**src/rtl/classifier_feat_sequencer_pkg.sv**
```systemverilog
// Shared types and defaults for the final-layer classifier datapath.
package classifier_pkg;

  localparam int N_FEAT_DEF     = 16;
  localparam int N_CLASS_DEF    = 8;
  localparam int CLASS_BITS_DEF = 3;

  typedef logic signed [3:0]  int4_t;
  typedef logic signed [7:0]  int8_t;
  typedef logic signed [23:0] score_t;

  typedef enum logic [2:0] {
    SEQ_IDLE  = 3'd0,
    SEQ_RUN   = 3'd1,
    SEQ_WAIT  = 3'd2,
    SEQ_CLOSE = 3'd3,
    SEQ_DONE  = 3'd4
  } seq_state_e;

endpackage

```
**src/rtl/classifier_feat_sequencer_if.sv**
```systemverilog
// Weight ROM and MAC-facing bus of the feature sequencer.
interface classifier_feat_sequencer_if
  import classifier_pkg::*;
#(
  parameter int ADDR_BITS  = 7,
  parameter int CLASS_BITS = 3
);

  logic [ADDR_BITS-1:0]  w_addr;
  int8_t                 w_rdata;
  int4_t                 x_int4;
  int8_t                 w_int8;
  logic                  new_feat;
  logic                  new_class;
  logic [CLASS_BITS-1:0] class_id;

  modport master (
    output w_addr, x_int4, w_int8, new_feat, new_class, class_id,
    input  w_rdata
  );

  modport slave (
    input  w_addr, x_int4, w_int8, new_feat, new_class, class_id,
    output w_rdata
  );

endinterface

```
**src/rtl/classifier_feat_sequencer_feat_buf.sv**
```systemverilog
// Feature activation register file: one write port, one registered read port.
module classifier_feat_buf
  import classifier_pkg::*;
#(
  parameter int N  = 16,
  parameter int AW = 4
)(
  input  logic          clk,
  input  logic          rst_n,
  input  logic          wr_en,
  input  logic [AW-1:0] wr_addr,
  input  int4_t         wr_data,
  input  logic [AW-1:0] rd_addr,
  output int4_t         rd_data
);

  int4_t mem_r [N];
  int4_t rd_data_r;

  // Storage write and registered read; reset clears every entry.
  always_ff @(posedge clk or negedge rst_n) begin
    if (!rst_n) begin
      for (int i = 0; i < N; i++) begin
        mem_r[i] <= 4'sd0;
      end
      rd_data_r <= 4'sd0;
    end else begin
      if (wr_en && (int'(wr_addr) < N)) begin
        mem_r[wr_addr] <= wr_data;
      end
      rd_data_r <= mem_r[rd_addr];
    end
  end

  assign rd_data = rd_data_r;

endmodule

```
**src/rtl/classifier_feat_sequencer.sv**
```systemverilog
// Walks every class x feature pair, fetching weights and feeding the MAC/ArgMax unit.
module classifier_feat_sequencer
  import classifier_pkg::*;
#(
  parameter int N_FEAT     = N_FEAT_DEF,
  parameter int N_CLASS    = N_CLASS_DEF,
  parameter int CLASS_BITS = CLASS_BITS_DEF,
  parameter int FEAT_BITS  = $clog2(N_FEAT),
  parameter int ADDR_BITS  = $clog2(N_FEAT * N_CLASS)
)(
  input  logic                  clk,
  input  logic                  rst_n,
  input  logic                  feat_we,
  input  logic [FEAT_BITS-1:0]  feat_waddr,
  input  int4_t                 feat_wdata,
  input  logic                  start,
  input  logic                  abort,
  classifier_feat_sequencer_if.master mac_bus,
  output logic                  busy,
  output logic                  done
);

  localparam logic [2:0] ST_IDLE  = SEQ_IDLE;
  localparam logic [2:0] ST_RUN   = SEQ_RUN;
  localparam logic [2:0] ST_WAIT  = SEQ_WAIT;
  localparam logic [2:0] ST_CLOSE = SEQ_CLOSE;
  localparam logic [2:0] ST_DONE  = SEQ_DONE;

  localparam logic [FEAT_BITS-1:0]  F_LAST = FEAT_BITS'(N_FEAT - 1);
  localparam logic [CLASS_BITS-1:0] C_LAST = CLASS_BITS'(N_CLASS - 1);

  logic [2:0]            state_r, state_s;
  logic [CLASS_BITS-1:0] c_r, c_s;
  logic [FEAT_BITS-1:0]  f_r, f_s;
  logic                  issue_r;
  logic                  buf_we_s;
  int4_t                 feat_rd_s;

  // Flat weight ROM address: class-major, feature-minor.
  function automatic logic [ADDR_BITS-1:0] weight_addr(
    input logic [CLASS_BITS-1:0] c,
    input logic [FEAT_BITS-1:0]  f
  );
    return (ADDR_BITS'(c) * ADDR_BITS'(N_FEAT)) + ADDR_BITS'(f);
  endfunction

  // Writes are only accepted between passes so a frame stays stable while walked.
  assign buf_we_s = feat_we && !busy;

  classifier_feat_buf #(
    .N  (N_FEAT),
    .AW (FEAT_BITS)
  ) u_feat_buf (
    .clk     (clk),
    .rst_n   (rst_n),
    .wr_en   (buf_we_s),
    .wr_addr (feat_waddr),
    .wr_data (feat_wdata),
    .rd_addr (f_r),
    .rd_data (feat_rd_s)
  );

  // Next state and counter reloads; abort overrides everything, including start.
  always_comb begin
    state_s = state_r;
    c_s     = c_r;
    f_s     = f_r;
    if (abort) begin
      state_s = ST_IDLE;
      c_s     = {CLASS_BITS{1'b0}};
      f_s     = {FEAT_BITS{1'b0}};
    end else begin
      case (state_r)
        ST_IDLE: begin
          if (start) begin
            state_s = ST_RUN;
            c_s     = {CLASS_BITS{1'b0}};
            f_s     = {FEAT_BITS{1'b0}};
          end else begin
            state_s = ST_IDLE;
          end
        end
        ST_RUN: begin
          if (f_r == F_LAST) begin
            state_s = ST_WAIT;
          end else begin
            f_s = f_r + 1'b1;
          end
        end
        ST_WAIT: begin
          state_s = ST_CLOSE;
        end
        ST_CLOSE: begin
          if (c_r == C_LAST) begin
            state_s = ST_DONE;
          end else begin
            state_s = ST_RUN;
            c_s     = c_r + 1'b1;
            f_s     = {FEAT_BITS{1'b0}};
          end
        end
        ST_DONE: begin
          state_s = ST_IDLE;
          c_s     = {CLASS_BITS{1'b0}};
          f_s     = {FEAT_BITS{1'b0}};
        end
        default: begin
          state_s = ST_IDLE;
          c_s     = {CLASS_BITS{1'b0}};
          f_s     = {FEAT_BITS{1'b0}};
        end
      endcase
    end
  end

  // State, counters and the issue flag that becomes new_feat one cycle later.
  always_ff @(posedge clk or negedge rst_n) begin
    if (!rst_n) begin
      state_r <= ST_IDLE;
      c_r     <= {CLASS_BITS{1'b0}};
      f_r     <= {FEAT_BITS{1'b0}};
      issue_r <= 1'b0;
    end else begin
      state_r <= state_s;
      c_r     <= c_s;
      f_r     <= f_s;
      issue_r <= (state_r == ST_RUN) && !abort;
    end
  end

  // new_feat only exists in RUN+1/WAIT and new_class only in CLOSE, so they never overlap.
  assign mac_bus.w_addr    = weight_addr(c_r, f_r);
  assign mac_bus.x_int4    = feat_rd_s;
  assign mac_bus.w_int8    = mac_bus.w_rdata;
  assign mac_bus.new_feat  = issue_r;
  assign mac_bus.new_class = (state_r == ST_CLOSE);
  assign mac_bus.class_id  = c_r;
  assign busy              = (state_r != ST_IDLE);
  assign done              = (state_r == ST_DONE);

endmodule

```
**src/flat_wrapper.sv**
```systemverilog
// flat-port wrapper written by rule: the top's interface ports become plain ports
module classifier_feat_sequencer_flat import classifier_pkg::*;
#(
  parameter int N_FEAT     = N_FEAT_DEF,
  parameter int N_CLASS    = N_CLASS_DEF,
  parameter int CLASS_BITS = CLASS_BITS_DEF,
  parameter int FEAT_BITS  = $clog2(N_FEAT),
  parameter int ADDR_BITS  = $clog2(N_FEAT * N_CLASS)
)
  (clk, rst_n, feat_we, feat_waddr, feat_wdata, start, abort, busy, done, mac_bus_w_addr, mac_bus_x_int4, mac_bus_w_int8, mac_bus_new_feat, mac_bus_new_class, mac_bus_class_id, mac_bus_w_rdata);
  classifier_feat_sequencer_if #(.ADDR_BITS(ADDR_BITS), .CLASS_BITS(CLASS_BITS)) mac_bus_i ();
  input  logic clk;
  input  logic rst_n;
  input  logic feat_we;
  input  logic [FEAT_BITS-1:0] feat_waddr;
  input  int4_t feat_wdata;
  input  logic start;
  input  logic abort;
  output logic busy;
  output logic done;
  output wire logic [$bits(mac_bus_i.w_addr)-1:0] mac_bus_w_addr;
  output wire logic [$bits(mac_bus_i.x_int4)-1:0] mac_bus_x_int4;
  output wire logic [$bits(mac_bus_i.w_int8)-1:0] mac_bus_w_int8;
  output wire logic [$bits(mac_bus_i.new_feat)-1:0] mac_bus_new_feat;
  output wire logic [$bits(mac_bus_i.new_class)-1:0] mac_bus_new_class;
  output wire logic [$bits(mac_bus_i.class_id)-1:0] mac_bus_class_id;
  input wire logic [$bits(mac_bus_i.w_rdata)-1:0] mac_bus_w_rdata;
  assign mac_bus_w_addr = mac_bus_i.w_addr;
  assign mac_bus_x_int4 = mac_bus_i.x_int4;
  assign mac_bus_w_int8 = mac_bus_i.w_int8;
  assign mac_bus_new_feat = mac_bus_i.new_feat;
  assign mac_bus_new_class = mac_bus_i.new_class;
  assign mac_bus_class_id = mac_bus_i.class_id;
  assign mac_bus_i.w_rdata = mac_bus_w_rdata;
  classifier_feat_sequencer #(.N_FEAT(N_FEAT), .N_CLASS(N_CLASS), .CLASS_BITS(CLASS_BITS), .FEAT_BITS(FEAT_BITS), .ADDR_BITS(ADDR_BITS)) u_core (.clk(clk), .rst_n(rst_n), .feat_we(feat_we), .feat_waddr(feat_waddr), .feat_wdata(feat_wdata), .start(start), .abort(abort), .mac_bus(mac_bus_i), .busy(busy), .done(done));
endmodule
```
**config.mk**
```make
export PLATFORM = sky130hd
export DESIGN_NAME = classifier_feat_sequencer_flat
export DESIGN_NICKNAME = d
export VERILOG_FILES = /design/src/rtl/classifier_feat_sequencer_pkg.sv /design/src/rtl/classifier_feat_sequencer_if.sv /design/src/rtl/classifier_feat_sequencer_feat_buf.sv /design/src/rtl/classifier_feat_sequencer.sv /design/src/flat_wrapper.sv
export SDC_FILE = /design/constraint.sdc
export NUM_CORES = 1
export LEC_CHECK = 0
export BUFFER_PORTS_ARGS = -buffer_cell sky130_fd_sc_hd__buf_2
export CAP_MARGIN = 25
export CORE_MARGIN = 8
export CORE_UTILIZATION = 30
export DETAILED_ROUTE_END_ITERATION = 6
export GPL_ROUTABILITY_DRIVEN = 0
export SETUP_SLACK_MARGIN = 0.5
export SLEW_MARGIN = 30
export SYNTH_ARGS = -nofsm -noshare
export SYNTH_HDL_FRONTEND = slang
export SYNTH_HIERARCHICAL = 1
export SYNTH_SLANG_ARGS = --single-unit
```
**constraint.sdc**
```tcl
create_clock -name clk -period 5.8 [get_ports clk]
set_input_delay 1.45 -clock clk [delete_from_list [all_inputs] [get_ports clk]]
set_output_delay 1.45 -clock clk [all_outputs]
set_load 0.03 [all_outputs]
```
==> results of run 1 <==
## layer usage
metal	up-vias	track usage [%]	wire [um]
li1	1020	-	-
met3	13	3.97	518
met1	1184	12.6	3610
met2	49	15.9	3650
met5	-	0	0
met4	0	3.59	106
## cell families after synthesis
group | count (synthesis) | share of synthesized area, %
simple gates | 63 | 8.82
mux | 83 | 30.5
fa+ha+maj | 3 | 0.980
compound gates | 13 | 3.23
flops | 79 | 51.6
buf+inv | 28 | 4.84
## stage by stage
step                hold slack, ns  power, W
finish                       0.497   0.00151
detailed placement           0.488  0.000981
global route                 0.514   0.00159
global placement             0.482  0.000969
floorplan                    0.470  0.000912
CTS                          0.500   0.00153
## sequential cells by signal, indices dropped and copies added (netlist names)
register and flops:
u_core/u_feat_buf/mem_r 64, u_core/f_r 4, u_core/mac_bus.class_id 3, u_core/state_r 3
u_core/u_feat_buf/rd_data 4, u_core/mac_bus.new_feat 1
## Yosys cell counts (3+ instances only)
library cell  instances
buf_4                12
ha_1                  3
nand3b_1              7
or3_1                 4
nor2_1               19
nand2_1               9
clkbuf_1              5
dfrtp_1              79
nand3_1              13
mux2_2               64
mux4_1               14
inv_1                 5
a22oi_1               4
## power groups by stage
| stage | clock, W | combinational, W | sequential (W) |
|---|---|---|---|
| 2_1_floorplan | 0 | 0.000186 | 0.000726 |
| 3_3_place_gp | 0 | 0.000240 | 0.000730 |
| 3_5_place_dp | 0 | 0.000248 | 0.000733 |
| 4_1_cts | 0.000556 | 0.000248 | 0.000724 |
| 5_1_grt | 0.000580 | 0.000266 | 0.000739 |
| 6_report | 0.000542 | 0.000244 | 0.000724 |
## worst paths after layout
kind                                              from                          end  slack [ns]  cells after the start
min reg2reg                u_core/u_feat_buf/mem_r[38]  u_core/u_feat_buf/mem_r[38]        0.50                      1
min                        u_core/u_feat_buf/mem_r[38]  u_core/u_feat_buf/mem_r[38]        0.50                      1
min in group asynchronous                        rst_n   u_core/u_feat_buf/mem_r[4]        1.07                      1
max                                      u_core/f_r[1]            mac_bus_w_addr[1]        2.76                      1
max reg2reg                          u_core/state_r[1]  u_core/u_feat_buf/mem_r[50]        3.39                      5
max in group asynchronous                        rst_n  u_core/u_feat_buf/mem_r[34]        4.16                      2
## cell type report
cell class                 instances  area [um2]
fill                            1214        8220
sequential                        79        1980
inverter                           5        18.8
clock buffer                      13         240
clock inverter                     3        43.8
tap                              172         215
multi-input combinational        162        1670
timing repair buffer              31         180
==> results.sh, run 1 <==
export IMPL_run_status="complete, no violations"
export IMPL_insertion_delay_ns=0.33
export IMPL_row_count=41
export IMPL_slowest_stage="dfrtp_1"
export IMPL_first_pass_iters=4
export IMPL_finalWirelength_um=7880
export IMPL_netlist_area_um2=3830
export IMPL_layout_common_cells="dfrtp_1 (78), mux2_2 (64), buf_2 (29), nor2_1 (19), mux4_1 (14)"
export IMPL_grt_total_usage_pct=10.2
export IMPL_port_buffers=30
export IMPL_cp_max_fo=20
export IMPL_cts_resized=0
export IMPL_path_delay_family="flip-flops"
export IMPL_cts_tree="yes"
export IMPL_vias=2266
export IMPL_setup_viol=0
export IMPL_path_buf_inv=1
export IMPL_post_cts_setup_buffers=0
export IMPL_drc=0
export IMPL_async_flop_share_pct=100
export IMPL_grt_pass1_vias=2392
export IMPL_grt_pass1_wl_um=13000
export IMPL_clockPowerShare_pct=35.9
export IMPL_fin_crit_ns=3.04
export IMPL_first_iter_violations=100
export IMPL_hold_viol=0
export IMPL_cts_htree_levels=3
export IMPL_final_util_pct=34.6
export IMPL_placed_cells=449
export IMPL_cts_buffer_depth=2
export IMPL_ir_drop_mv=0.148
export IMPL_placed_area_um2=4060
export IMPL_rsz0062_at_grt="false"
export IMPL_ios=47
export IMPL_die_area_um2=16600
export IMPL_synth_cell_types=36
export IMPL_cp_data_required_time_ns=4.35
export IMPL_pwr_share_seq_pct=47.9
export IMPL_cts_root_buffer="clkbuf_16"
export IMPL_criticalPathCategory="flip-flop to output port"
export IMPL_fmax_mhz=329
export IMPL_fin_ws_ns=2.76
export IMPL_placeableCoreArea_um2=12600
export IMPL_finalSetupTns_ns=0
export IMPL_dpl_hpwl_um=5400
export IMPL_ys_seq_area_share_pct=51.6
export IMPL_wire_per_inst_um=17.0
export IMPL_die_y_um=129
export IMPL_crit_chain="buf_2"
export IMPL_finClkSkew_ns=0.00466
export IMPL_antenna_cells=0
export IMPL_max_stage_delay_ns=0.92
export IMPL_powerDensity_nw_per_um2=348
export IMPL_synth_top_cell_by_area="dfrtp_1"
export IMPL_chipWidth_um=129
export IMPL_fin_nets=312
export IMPL_critPathLaunchType="flip-flop"
export IMPL_ys_warn_count=6
export IMPL_vias_per_cell=4.87
export IMPL_grt_start_max_net_pins=48
export IMPL_intPower_w=0.00114
export IMPL_endpoint_kind="output port"
export IMPL_start_util_pct=30.5
export IMPL_syn_inst=269
export IMPL_comb_power_share_pct=16.2
export IMPL_crit_arrival_ns=1.59
export IMPL_ant_nets=0
export IMPL_period_share_pct=52.3
export IMPL_synth_nets=293
export IMPL_grt_overflow_total=0
export IMPL_cts_buffers_inserted=9
export IMPL_maxCapViolCount=0
export IMPL_grt_antenna_before_repair=0
export IMPL_fin_cells=465
export IMPL_holdBufCountCts=0
export IMPL_slew_violations=0
export IMPL_synth_edf_count=0
export IMPL_ys_flop_type="dfrtp_1"
export IMPL_syn_area_per_cell_um2=14.2
export IMPL_synthTopCellsByArea="dfrtp_1 (52%), mux2_2 (19%), mux4_1 (9.6%)"
export IMPL_swShare_pct=24.3
export IMPL_place_ws_ns=2.82
export IMPL_cts_sinks=79
export IMPL_synth_top_area_share_pct=51.6
export IMPL_area_growth_pct=13.4
export IMPL_synth_seq_cells=79
export IMPL_slew_headroom_pct=40.6
export IMPL_final_area_um2=4340
export IMPL_leakagePower_nw=1.95
export IMPL_drive_gt1_share_pct=38.9
export IMPL_clkSlewWorstSetupHoldPaths_ns=0.06
export IMPL_worst_pin_slew_ns=0.890
export IMPL_hold_path_class="flip-flop to flip-flop"
export IMPL_p_switching_w=0.000367
export IMPL_layout_commonest_cell="dfrtp_1"
Note: power is estimated with default switching activity, not from simulation.
==> run 2, diff against run 1 <==
- clock period: 5.8 -> 2.46 ns (I/O delays scaled with it)
==> results.sh, run 2 (synthesized netlist as in run 1, its figures left out) <==
export IMPL_run_status="complete, no violations"
export IMPL_powerDensity_nw_per_um2=780
export IMPL_insertion_delay_ns=0.33
export IMPL_vias_per_cell=4.86
export IMPL_fin_crit_ns=1.98
export IMPL_setup_viol=0
export IMPL_finalWirelength_um=7880
export IMPL_clkSlewWorstSetupHoldPaths_ns=0.05
export IMPL_hold_viol=0
export IMPL_die_y_um=129
export IMPL_fillCellCount=1206
export IMPL_largest_register_ffs=64
export IMPL_crit_chain="or3_4, nor2_4, nand3b_1, buf_4, nor2_4, mux2_2"
export IMPL_regMostFlops="u_core/u_feat_buf/mem_r"
export IMPL_drc=0
export IMPL_placed_cells=452
export IMPL_reg2reg_depth=6
export IMPL_cp_data_required_time_ns=2.67
export IMPL_cts_htree_levels=3
export IMPL_antenna_cells=0
export IMPL_ant_nets=0
export IMPL_fin_nets=318
export IMPL_cts_buffers_inserted=9
export IMPL_first_pass_iters=4
export IMPL_worst_pin_slew_ns=0.427
export IMPL_die_area_um2=16600
export IMPL_seq_area_um2=1980
export IMPL_fin_cells=468
export IMPL_finClkSkew_ns=0.00446
export IMPL_grt_antenna_before_repair=0
export IMPL_cp_max_fo=4
export IMPL_multiInputGateArea_um2=1760
export IMPL_cts_sinks=79
export IMPL_grt_start_max_net_pins=49
export IMPL_leakagePower_nw=1.99
export IMPL_cts_buffer_depth=2
export IMPL_layout_common_cells="dfrtp_1 (76), mux2_2 (58), buf_2 (29), mux4_1 (14), nand3_1 (13)"
export IMPL_port_buffers=30
export IMPL_crit_arrival_ns=2.19
export IMPL_holdBufCountCts=0
export IMPL_grt_pass1_wl_um=12800
export IMPL_criticalPathCategory="flip-flop to flip-flop"
export IMPL_cts_tree="yes"
export IMPL_final_util_pct=35.3
export IMPL_start_util_pct=30.5
export IMPL_ir_drop_mv=0.395
export IMPL_row_count=41
export IMPL_first_iter_violations=122
export IMPL_area_growth_pct=16.0
export IMPL_dpl_hpwl_um=5500
export IMPL_hold_path_class="input pin to async pin"
export IMPL_slowest_stage="dfrtp_2"
export IMPL_grt_overflow_total=0
export IMPL_grt_pass1_vias=2374
export IMPL_chipWidth_um=129
export IMPL_slew_violations=0
export IMPL_finalSetupTns_ns=0
export IMPL_wire_per_inst_um=16.8
export IMPL_endpoint_kind="flip-flop"
export IMPL_crit_top_cell="nor2_4"
export IMPL_r2r_end="u_core/u_feat_buf/mem_r[36]"
export IMPL_fmax_mhz=504
export IMPL_maxCapViolCount=0
export IMPL_layout_commonest_cell="dfrtp_1"
export IMPL_max_stage_delay_ns=0.40
export IMPL_placeableCoreArea_um2=12600
export IMPL_ios=47
export IMPL_vias=2276
export IMPL_timing_rr_start="u_core/state_r[2]"
export IMPL_cts_root_buffer="clkbuf_16"
export IMPL_rsz0062_at_grt="true"
export IMPL_drive_gt1_share_pct=45.9
export IMPL_r2r_slack_ns=0.48
export IMPL_slew_headroom_pct=71.5
export IMPL_period_share_pct=80.6
export IMPL_critPathLaunchType="flip-flop"
export IMPL_grt_total_usage_pct=10.0
## run 2: cell types whose count changed in the layout (fill, tap and decap cells not counted), sizes merged
| cell | before | now |
|---|---|---|
| clkbuf | 13 | 11 |
| buf | 31 | 37 |
| bufinv | 1 | 0 |
## run 2: layout make-up
| class | instances | area share, % |
|---|---|---|
| Sequential cell | 79 | 44.6 |
| Multi-Input combinational cell | 162 | 39.5 |
| Clock buffer | 11 | 5.46 |
| Timing Repair Buffer | 37 | 4.90 |
| Tap cell | 172 | 4.85 |
| Inverter | 5 | 0.423 |
| Clock inverter | 2 | 0.225 |
## run 2: through the flow
step	worst slack, ns	hold WS [ns]	total power (W)	cell area (um2)
finish	0.477	0.231	0.00347	4440
global route	0.414	0.253	0.00364	4440
CTS	0.471	0.234	0.00351	4410
detailed placement	0.294	0.485	0.00233	4130
global placement	0.336	0.481	0.00231	4130
floorplan	0.451	0.319	0.00217	3890
## run 2: critical path: cells and delay by family (launching register included)
family,cells,cell delay [ns]
buf+inv,1,0.20
flops,1,0.40
mux,1,0.36
simple gates,4,0.91
## run 2: timing repair
action,4_1_cts,5_1_grt
setup endpoints to repair,72,61
pin swaps,2,2
setup buffers,2,1
endpoints found under the hold margin,0,0
resized for setup,9,6
## run 2: worst max path at each step
stage,start,slack (ns),cells past startpoint,to
final,u_core/state_r[2],0.48,6,u_core/u_feat_buf/mem_r[36]
after global routing,u_core/state_r[2],0.41,5,u_core/u_feat_buf/mem_r[12]
after CTS,u_core/state_r[2],0.47,5,u_core/u_feat_buf/mem_r[43]
after detailed placement,u_core/state_r[0],0.29,5,u_core/u_feat_buf/mem_r[51]
after global placement,u_core/state_r[0],0.34,5,u_core/u_feat_buf/mem_r[1]
after floorplan,u_core/state_r[1],0.45,7,u_core/u_feat_buf/mem_r[48]
## run 2: power breakdown
part	internal, W	leakage [nW]	total, W	switching (W)
clock	0.000689	0.127	0.00115	0.000462
sequential	0.00157	1.00	0.00170	0.000129
combinational	0.000357	0.863	0.000614	0.000257
## run 2: layer usage
metal  vias to the layer above  track usage, %  wire (um)
li1                       1036               -          -
met3                        10            3.60        456
met1                      1189            13.6       3800
met4                         0            3.04         88
met5                         -               0          0
met2                        41            14.5       3530
==> run 3, diff against run 2 <==
- clock period: 2.46 -> 1.81 ns (I/O delays scaled with it)
==> results.sh, run 3 (synthesized netlist as in run 1, its figures left out) <==
export IMPL_hold_path_class="input pin to async pin"
export IMPL_largest_register_ffs=64
export IMPL_area_growth_pct=35.3
export IMPL_grt_total_usage_pct=11.3
export IMPL_powerDensity_nw_per_um2=1030
export IMPL_slew_violations=0
export IMPL_critPathLaunchType="flip-flop"
export IMPL_ios=47
export IMPL_final_util_pct=41.2
export IMPL_die_area_um2=16600
export IMPL_crit_chain="or3_4, nor2_4, nand3_2, or3_4, mux2_2"
export IMPL_finalSetupTns_ns=-3.84
export IMPL_die_y_um=129
export IMPL_wire_per_inst_um=17.9
export IMPL_insertion_delay_ns=0.33
export IMPL_place_ws_ns=-0.135
export IMPL_criticalPathCategory="flip-flop to flip-flop"
export IMPL_run_status="finished, violations left"
export IMPL_violations="setup timing"
export IMPL_rsz0062_at_grt="true"
export IMPL_vias=2403
export IMPL_cts_buffer_depth=2
export IMPL_slowest_stage="or3_4"
export IMPL_grt_pass1_wl_um=14300
export IMPL_port_buffers=30
export IMPL_final_area_um2=5180
export IMPL_fillCellCount=1144
export IMPL_setup_viol=58
export IMPL_ir_drop_mv=0.504
export IMPL_drc=0
export IMPL_chipWidth_um=129
export IMPL_crit_top_cell="or3_4"
export IMPL_cts_htree_levels=3
export IMPL_fmax_mhz=521
export IMPL_placed_area_um2=4300
export IMPL_hold_viol=0
export IMPL_cts_sinks=79
export IMPL_row_count=41
export IMPL_finClkSkew_ns=0.00418
export IMPL_period_share_pct=106
export IMPL_cts_root_buffer="clkbuf_16"
export IMPL_layout_commonest_cell="dfrtp_1"
export IMPL_fin_crit_ns=1.92
export IMPL_fin_ws_ns=-0.108
export IMPL_cp_data_required_time_ns=2.02
export IMPL_cp_max_fo=4
export IMPL_holdBufCountCts=0
export IMPL_fin_nets=348
export IMPL_endpoint_kind="flip-flop"
export IMPL_crit_arrival_ns=2.13
export IMPL_cts_tree="yes"
export IMPL_timing_hold_ws_ns=0.0212
export IMPL_layout_common_cells="dfrtp_1 (73), mux2_2 (35), mux2_4 (30), buf_6 (28), buf_4 (19)"
export IMPL_leakagePower_nw=2.23
export IMPL_antenna_cells=0
export IMPL_first_iter_violations=86
export IMPL_grt_overflow_total=0
export IMPL_drive_gt1_share_pct=62.9
export IMPL_slew_headroom_pct=70.6
export IMPL_grt_pass1_vias=2541
export IMPL_ant_nets=0
export IMPL_vias_per_cell=4.80
export IMPL_first_pass_iters=4
export IMPL_regMostFlops="u_core/u_feat_buf/mem_r"
export IMPL_maxCapViolCount=0
export IMPL_cts_buffers_inserted=9
export IMPL_start_util_pct=30.5
export IMPL_max_stage_delay_ns=0.41
export IMPL_grt_start_max_net_pins=35
export IMPL_clkSlewWorstSetupHoldPaths_ns=0.06
export IMPL_grt_antenna_before_repair=1
export IMPL_worst_pin_slew_ns=0.441
export IMPL_placeableCoreArea_um2=12600
export IMPL_dpl_hpwl_um=5880
export IMPL_finalWirelength_um=8950
[run 3: area by class of cell]
| cell class | instances | area [um2] | share of cell area [%] |
|---|---|---|---|
| flip-flops and latches | 79 | 1990 | 38.4 |
| multi-input cells | 162 | 1950 | 37.6 |
| repair buffers | 67 | 686 | 13.2 |
| clock buffers | 11 | 243 | 4.68 |
| well taps | 172 | 215 | 4.15 |
| clock inverters | 5 | 81.3 | 1.57 |
| inverters | 5 | 18.8 | 0.362 |
[run 3: path summary, 6_finish.rpt]
kind	start	end	slack, ns	cells past startpoint
min in group clk	abort	u_core/f_r[1]	0.46	4
max in group asynchronous	rst_n	u_core/u_feat_buf/mem_r[20]	1.30	2
hold / removal	rst_n	u_core/f_r[0]	0.02	1
setup / recovery	u_core/state_r[1]	u_core/u_feat_buf/mem_r[14]	-0.11	5
setup reg to reg	u_core/state_r[1]	u_core/u_feat_buf/mem_r[14]	-0.11	5
hold reg to reg	u_core/u_feat_buf/mem_r[19]	u_core/u_feat_buf/mem_r[19]	0.50	1
[run 3: power by group]
group          switching (W)  internal, W
sequential          0.000198      0.00214
clock               0.000703      0.00125
combinational       0.000418     0.000658
total                0.00132      0.00404
[run 3: stage by stage]
step,instances,total power (W)
6_report,501,0.00536
5_1_grt,501,0.00561
4_1_cts,496,0.00533
3_5_place_dp,464,0.00323
3_3_place_gp,464,0.00319
2_1_floorplan,269,0.00298
[run 3: repair_timing]
action,4_1_cts,5_1_grt
gates resized for setup,70,43
buffers inserted,15,5
pin swaps,16,20
endpoints found under the setup margin,95,95
cloned,1,0
[run 3: worst max-delay path: cells and delay by family, from the launching register on]
family,cells,cell delay (ns)
DFF,1,0.37
and+or+nand+nor,4,1.15
muxes,1,0.28
[run 3: per-layer routing]
layer | up-vias | global-route usage (%) | wire length [um]
met1 | 1268 | 14.8 | 4170
met4 | 2 | 3.39 | 85
li1 | 1081 | - | -
met3 | 9 | 3.52 | 496
met5 | - | 0 | 13
met2 | 43 | 17.6 | 4190
